--- src/rtl/comp_pkg.sv ---
// Shared definitions for the multi-cycle magnitude comparator.
//   state_e      : FSM state encoding (IDLE/RUN/FIN)
//   RES_*        : {gt,eq,lt} result encodings
//   nchunk()     : number of CHUNK-bit slices in a WIDTH-bit operand
//   idx_w()      : chunk-index register width (clog2 of NCHUNK, at least 1)
package comp_pkg;

    typedef enum logic [1:0] {
        IDLE = 2'd0,
        RUN  = 2'd1,
        FIN  = 2'd2
    } state_e;

    localparam logic [2:0] RES_GT = 3'b100;
    localparam logic [2:0] RES_EQ = 3'b010;
    localparam logic [2:0] RES_LT = 3'b001;

    function automatic int nchunk(input int width, input int chunk);
        return width / chunk;
    endfunction

    function automatic int idx_w(input int n);
        return (n <= 1) ? 1 : $clog2(n);
    endfunction

endpackage

--- src/rtl/comp_chunk.sv ---
// Combinational compare of one CHUNK-bit slice.
//   ca_i, cb_i  : slices of operand A and B
//   msb_flip_i  : invert the slice MSB of both sides (signed top chunk)
//   chunk_gt_o  : ca > cb after the optional flip
//   chunk_lt_o  : ca < cb after the optional flip
module comp_chunk #(
    parameter int CHUNK = 4
) (
    input  logic [CHUNK-1:0] ca_i,
    input  logic [CHUNK-1:0] cb_i,
    input  logic             msb_flip_i,
    output logic             chunk_gt_o,
    output logic             chunk_lt_o
);

    localparam logic [CHUNK-1:0] MSB = CHUNK'(1) << (CHUNK - 1);

    logic [CHUNK-1:0] xa, xb;

    // Flipping the sign bit maps two's complement onto offset binary,
    // so a plain unsigned compare gives the signed ordering.
    assign xa = ca_i ^ (msb_flip_i ? MSB : '0);
    assign xb = cb_i ^ (msb_flip_i ? MSB : '0);

    assign chunk_gt_o = (xa > xb);
    assign chunk_lt_o = (xa < xb);

endmodule

--- src/rtl/seq_comp.sv ---
// Multi-cycle WIDTH-bit magnitude comparator, CHUNK bits per cycle, MSB first.
//   clk, reset : clock, synchronous active-high reset
//   start      : request, accepted in IDLE or FIN (back-to-back)
//   is_signed  : two's-complement compare when 1; sampled on accept
//   a, b       : operands; sampled on accept
//   busy       : compare cycles in progress
//   done       : one-cycle pulse when gt/eq/lt are updated
//   gt, eq, lt : registered result, held until the next done
module seq_comp
    import comp_pkg::*;
#(
    parameter int WIDTH      = 32,
    parameter int CHUNK      = 4,
    parameter bit EARLY_EXIT = 1'b1
) (
    input  logic             clk,
    input  logic             reset,
    input  logic             start,
    input  logic             is_signed,
    input  logic [WIDTH-1:0] a,
    input  logic [WIDTH-1:0] b,
    output logic             busy,
    output logic             done,
    output logic             gt,
    output logic             eq,
    output logic             lt
);

    localparam int NCHUNK = nchunk(WIDTH, CHUNK);
    localparam int IW     = idx_w(NCHUNK);
    localparam logic [IW-1:0] TOP_IDX = IW'(NCHUNK - 1);

    state_e           state_q;
    logic [WIDTH-1:0] a_q, b_q;
    logic             sgn_q;
    logic [IW-1:0]    idx_q;
    logic             dec_q;     // a higher chunk already decided the result
    logic             pgt_q;     // decided direction: 1 = gt, 0 = lt
    logic             busy_q, done_q;
    logic [2:0]       res_q;

    logic [CHUNK-1:0] ca, cb;
    logic             cgt, clt;
    logic [2:0]       res_d;
    logic             fin_d;

    assign ca = a_q[idx_q*CHUNK +: CHUNK];
    assign cb = b_q[idx_q*CHUNK +: CHUNK];

    comp_chunk #(.CHUNK(CHUNK)) u_chunk (
        .ca_i       (ca),
        .cb_i       (cb),
        .msb_flip_i (sgn_q && (idx_q == TOP_IDX)),
        .chunk_gt_o (cgt),
        .chunk_lt_o (clt)
    );

    // Result if the compare finishes this cycle: an earlier decision wins
    // over whatever the current (less significant) chunk says.
    always_comb begin
        res_d = RES_EQ;
        if (dec_q)    res_d = pgt_q ? RES_GT : RES_LT;
        else if (cgt) res_d = RES_GT;
        else if (clt) res_d = RES_LT;
    end

    assign fin_d = (idx_q == '0) || (EARLY_EXIT && (cgt || clt));

    always_ff @(posedge clk) begin
        if (reset) begin
            state_q <= IDLE;
            a_q     <= '0;
            b_q     <= '0;
            sgn_q   <= 1'b0;
            idx_q   <= '0;
            dec_q   <= 1'b0;
            pgt_q   <= 1'b0;
            busy_q  <= 1'b0;
            done_q  <= 1'b0;
            res_q   <= '0;
        end else begin
            case (state_q)
                IDLE, FIN: begin
                    done_q <= 1'b0;
                    if (start) begin
                        a_q     <= a;
                        b_q     <= b;
                        sgn_q   <= is_signed;
                        idx_q   <= TOP_IDX;
                        dec_q   <= 1'b0;
                        pgt_q   <= 1'b0;
                        busy_q  <= 1'b1;
                        state_q <= RUN;
                    end else begin
                        state_q <= IDLE;
                    end
                end
                RUN: begin
                    if (fin_d) begin
                        res_q   <= res_d;
                        done_q  <= 1'b1;
                        busy_q  <= 1'b0;
                        state_q <= FIN;
                    end else begin
                        idx_q <= idx_q - 1'b1;
                        if (!dec_q && (cgt || clt)) begin
                            dec_q <= 1'b1;
                            pgt_q <= cgt;
                        end
                    end
                end
                default: state_q <= IDLE;
            endcase
        end
    end

    assign busy = busy_q;
    assign done = done_q;
    assign gt   = res_q[2];
    assign eq   = res_q[1];
    assign lt   = res_q[0];

endmodule
--- config.mk ---
export PLATFORM = sky130hd
export DESIGN_NAME = seq_comp
export DESIGN_NICKNAME = d
export VERILOG_FILES = /design/src/rtl/comp_pkg.sv /design/src/rtl/comp_chunk.sv /design/src/rtl/seq_comp.sv
export SDC_FILE = /design/constraint.sdc
export NUM_CORES = 1
export LEC_CHECK = 0
export ABC_AREA = 1
export BUFFER_PORTS_ARGS = -buffer_cell sky130_fd_sc_hd__buf_2
export CAP_MARGIN = 40
export CORE_ASPECT_RATIO = 1.5
export CORE_MARGIN = 8
export CORE_UTILIZATION = 57
export CTS_CLUSTER_SIZE = 14
export DETAILED_ROUTE_END_ITERATION = 6
export PLACE_DENSITY = 0.83
export SYNTH_ARGS = -nofsm -noshare
export SYNTH_HDL_FRONTEND = slang
export SYNTH_SLANG_ARGS = --single-unit
--- constraint.sdc ---
create_clock -name clk -period 4.25 [get_ports clk]
set_clock_uncertainty 0.15 [all_clocks]
set_input_delay 0.85 -clock clk [delete_from_list [all_inputs] [get_ports clk]]
set_output_delay 0.85 -clock clk [all_outputs]
set_load 0.05 [all_outputs]
Word-level counts from Yosys, hierarchy flattened
Index checks and enable logic that the tools add are counted.
Word-level totals
  output and inout port bits: 5
  bits in writable memories: 0
  ROM bits: 0
  flip-flop bits (word level): 77
  bits of input ports: 68
  bits in latches: 0
  memories kept: 0
Operators by class
  shifts and indexed selects: 2
  div/mod/pow operators: 0
  $add $sub $neg: 1
  multiplexer cells: 23
  equality and inequality tests: 7
  multiply operators: 0
  bitwise operators: 2
  order comparisons: 2
  reductions and logical operators: 15
Operators by type and width (number)
  $shiftx A32 B6 Y4: 2
  $mux W3: 5
  $mux W1: 9
  $ne A2 B2 Y1 const B: 4
  $pmux W1 S2: 4
  $xor A4 B4 Y4: 2
  $pmux W3 S2: 1
  $reduce_and A2 Y1: 3
  $reduce_and A3 Y1: 2
  $gt A4 B4 Y1: 1
  $lt A4 B4 Y1: 1
  $mux W2: 2
  $mux W4: 1
  $pmux W2 S2: 1
  $reduce_and A4 Y1: 1
  $eq A3 B3 Y1 const B: 1
  $logic_not A3 Y1: 1
  $sub A3 B1 Y3 const B: 1
  $eq A2 B1 Y1 const B: 1
  $eq A2 B2 Y1 const B: 1
  $logic_and A1 B1 Y1: 2
  $logic_not A2 Y1: 1
  $logic_or A1 B1 Y1: 2
  $reduce_bool A2 Y1: 1
  other kinds (2): 2

Longest topological paths before layout
  depth in word-level cells: 10
  gate-level depth with buffers: 18

Cells and area by module
A second synthesis with hierarchy kept.
Unflattened totals
  cells, all modules: 511
  area total of the unflattened synthesis: 3549.7 µm²
Modules (own cells, without submodules)
  seq_comp: instances 1, area each 3420.8 µm², seq. area each 1541.5 µm², cells each 490
  comp_chunk: instances 1, area each 128.9 µm², seq. area each 0.0 µm², cells each 21

Worst setup path after synthesis
OpenSTA, ideal clock, no wires.
  kind: register to register
  from: register idx_q[0]
  to: register idx_q[1]
  clock period less this slack: 2233 ps
  library setup time: 113 ps
  buffers on the path: 1
  arrival time: 1970 ps
  stages on the path, launching flop included: 16
  data required time: 3987 ps
  slack: 2017 ps
  cell sequence: dfxtp_1 -> inv_2 -> buf_6 -> o21ai_1 -> o21ai_1 -> nand2_1 -> nand2_1 -> xnor2_1 -> ha_1 -> nand2_1 -> nor2_1 -> nand4_2 -> nand2_2 -> nand2_1 -> nand2_1 -> nor2_1
Between the ends
  word-level cells in the longest chain between the ends: 9
  elaborated cells between the ends (all ways): 17
  those cells by class: add/sub (1); order compare (2); eq/ne (2); shift (2); mux (3); bitwise (2); reduce/logical (5)
RTL lines
  from (decl): line seq_comp.sv:36  | logic [IW-1:0] idx_q;
  from (signal assigned): line seq_comp.sv:105  | idx_q <= idx_q - 1'b1;
  parallel branches: the longest is 9 deep, another holds $gt A4 B4 Y1
Several ways; the timed one is not identified. The select of a mux whose other input is x is not followed.
A chain may end at the register's enable or synchronous reset.

Worst setup path in the final report
  from: register idx_q[1]
  to: register res_q[1]
Between the ends
  word-level cells in the longest chain between the ends: 8
  elaborated cells between the ends (all ways): 16
  those cells by class: order compare (2); eq/ne (1); shift (2); mux (4); bitwise (2); reduce/logical (5)
RTL lines
  parallel branches: the longest is 8 deep, another holds $lt A4 B4 Y1
  to (signal assigned): line seq_comp.sv:100  | res_q <= res_d;
  to (decl): line seq_comp.sv:40  | logic [2:0] res_q;
Several ways; the timed one is not identified.

==> impl_metrics.json <==
{
  "status": "completed",
  "period_share_pct": 70.1,
  "cpPeakStageDelay_ns": 0.69,
  "row_count": 34,
  "initial_utilization_pct": 58.4,
  "holdPathEnd": "pgt_q",
  "hold_path.class": "flop to flop",
  "peakVddDrop_mv": 0.235,
  "insertion_delay_ns": 0.35,
  "final_util_pct": 68.3,
  "syn_area_per_cell_sq_um": 7.03,
  "grt_pass1_wl_mm": 13.6,
  "grt_usage_pct": 19.5,
  "critPathTopFamily": "simple AND/OR/NAND/NOR gates",
  "cts_made_buffers": 9,
  "portBuffers": 72,
  "antenna_cells": 0,
  "cts_hold_buf": 0,
  "first_pass_iters": 5,
  "drive_above_1_share_pct": 18.4,
  "vias_per_cell": 5.38,
  "reg2reg_slack_ns": 1.27,
  "yosys-top-cells-area": "dfxtp_1 (46%), nor2_1 (19%), o21ai_0 (14%), nand2_1 (4.1%), ha_1 (2.6%)",
  "grt_pass1_vias": 3202,
  "cts_resized": 0,
  "antenna_found_initial": 0,
  "critPathSlowestCell": "dfxtp_1",
  "yosys_register_bits": 77,
  "powerDensity_mw_per_mm2": 443,
  "post-cts-setup-buffers": 0,
  "cp_max_fo": 20,
  "nets": 607,
  "p_leak_uw": 0.00179,
  "cts_tree": "yes",
  "place_congestion": 0.837,
  "ys_seq_area_share_pct": 46.0,
  "vias": 3275,
  "cts.sinks": 77,
  "syn-instance-count": 477,
  "die-area_sq_mm": 0.00865,
  "fillCellCount": 523,
  "maxSlewViolCount": 0,
  "die_w_um": 78.6,
  "areaGrowthSynthToFinish_pct": 17.0,
  "post-route-drc-count": 0,
  "cts-root-buf": "clkbuf_8",
  "cts_buffer_depth": 2,
  "yosysTopAreaCell": "dfxtp_1",
  "crit_buf_inv": 1,
  "worst_slack_ns": 1.27,
  "die_h_um": 110,
  "multi_input_comb_area_sq_mm": 0.00162,
  "wl_mm": 7.91,
  "holdPathStages": 2,
  "setup-tns-final_ns": 0,
  "htreeDepth": 3,
  "rsz0062_at_grt": "false",
  "maxSlewHeadroom_pct": 61.4,
  "min_from": "pgt_q",
  "arrival_ns": 3.10,
  "dpl.hpwl_mm": 5.64,
  "grt_max_degree": 71,
  "hold_viol": 0,
  "r2r-start": "idx_q[1]",
  "dpl_worst_slack_ns": 1.32,
  "timing.rr.end": "res_q[1]",
  "endpoint_kind": "flop",
  "critPathKind": "flop to flop",
  "synth_cell_types": 25,
  "max-cap-violations": 0,
  "setup_viol": 0,
  "overflow": 0,
  "drtAntennaViolNets": 0,
  "final_cell_mix": "nor2_1 (173), o21ai_0 (97), dfxtp_1 (77)",
  "yosys_warnings": 0,
  "regArea_sq_mm": 0.00154,
  "fin_crit_ns": 2.98,
  "synth_top_area_share_pct": 46.0,
  "io_pins": 73,
  "worstPathRequired_ns": 4.37,
  "drtIter0Drc": 196,
  "r2r_cells": 13,
  "crit_chain": "inv_1, o21ai_0, o22ai_1, nand2_1, nand2_1, xor2_1, ha_1, nand2_1, nor2_1, nand4_2, nand2_1, nand3_1, o21ai_0",
  "critPathLaunchType": "flop",
  "coreArea_sq_mm": 0.00574,
  "cpMostUsedCell": "nand2_1",
  "fmax_mhz": 336,
  "wl_per_cell_um": 13.0,
  "syn_area_sq_mm": 0.00335,
  "worstMarginPinSlew_ns": 0.578,
  "final_common_cell": "nor2_1",
  "clk_pin_slew_worst_paths_ns": 0.07,
  "synth_nets": 552
}
## power by group
group	leakage, uW	switching (uW)	internal (uW)	total, uW
Clock	0.000116	252	361	613
Sequential	0.000638	40.2	779	820
Combinational	0.00103	189	118	307
Total	0.00179	482	1260	1740
## cell families after synthesis
| logic type | synth area share, % |
|---|---|
| xor gates and xnor gates | 0.522 |
| buffers and inverters | 5.67 |
| adders and majority gates | 2.61 |
| and+or+nand+nor | 26.3 |
| AOI/OAI and AO/OA | 19.0 |
| DFF | 46.0 |
## sequential cells by signal, indices dropped and copies added (netlist names)
register and count:
a_q 32, b_q 32, busy 1, dec_q 1, done 1, idx_q 3, pgt_q 1, res_q 3
sgn_q 1, state_q 2
## worst max-delay path by stage
stage               startpoint       end  slack [ns]  depth (start not counted)
detailed placement    idx_q[1]  idx_q[0]        1.32                         14
CTS                   idx_q[1]  res_q[1]        1.29                         13
global placement      idx_q[1]  idx_q[0]        1.45                         14
floorplan             idx_q[0]  idx_q[1]        2.02                         15
finish                idx_q[1]  res_q[1]        1.27                         13
global route          idx_q[1]  idx_q[1]        0.89                         14
## cell type report
class | instances | share of cell area (%)
Inverter | 13 | 1.24
Clock inverter | 4 | 1.79
Tap cell | 72 | 2.30
Sequential cell | 77 | 39.3
Timing Repair Buffer | 75 | 10.1
Multi-Input combinational cell | 356 | 41.4
Clock buffer | 12 | 3.95
## worst reg2reg max path: stages (launching register included)
cell and delay (ns):
dfxtp_1 0.69, inv_1 0.40, o21ai_0 0.17, o22ai_1 0.08, nand2_1 0.06, nand2_1 0.07
xor2_1 0.14, ha_1 0.29, nand2_1 0.07, nor2_1 0.21, nand4_2 0.21, nand2_1 0.18
nand3_1 0.08, o21ai_0 0.09
## metal layers
layer | vias to the layer above | share of wire, % | wire (um) | GRT usage [%]
li1 | 1667 | - | - | -
met1 | 1510 | 40 | 3180 | 20.4
met2 | 87 | 52 | 4110 | 34.9
met3 | 11 | 6.0 | 474 | 5.56
met4 | 0 | 1.8 | 140 | 9.57
met5 | - | 0 | 0 | 0
## synth_stat cells
cell / number
or2_2: 1
xor2_1: 1
o22ai_1: 12
nand3_1: 9
nor2_1: 173
a21oi_1: 3
o21ai_1: 7
nand2_2: 1
clkbuf_1: 20
buf_2: 8
ha_1: 7
clkinv_1: 1
inv_1: 8
buf_4: 2
buf_6: 1
o221ai_1: 3
nor2_2: 1
dfxtp_1: 77
nand2_4: 1
inv_2: 4
nor3_1: 1
nand4_2: 1
xnor2_1: 1
o21ai_0: 97
nand2_1: 37
## through the flow
| stage | cells | total power (uW) | hold WS, ns | area [sq um] |
|---|---|---|---|---|
| floorplan | 477 | 1060 | 0.269 | 3350 |
| global placement | 592 | 1130 | 0.279 | 3680 |
| detailed placement | 593 | 1140 | 0.288 | 3700 |
| CTS | 609 | 1750 | 0.299 | 3920 |
| global route | 609 | 1840 | 0.330 | 3920 |
| finish | 609 | 1740 | 0.297 | 3920 |
(Power assumes the default switching activity.)
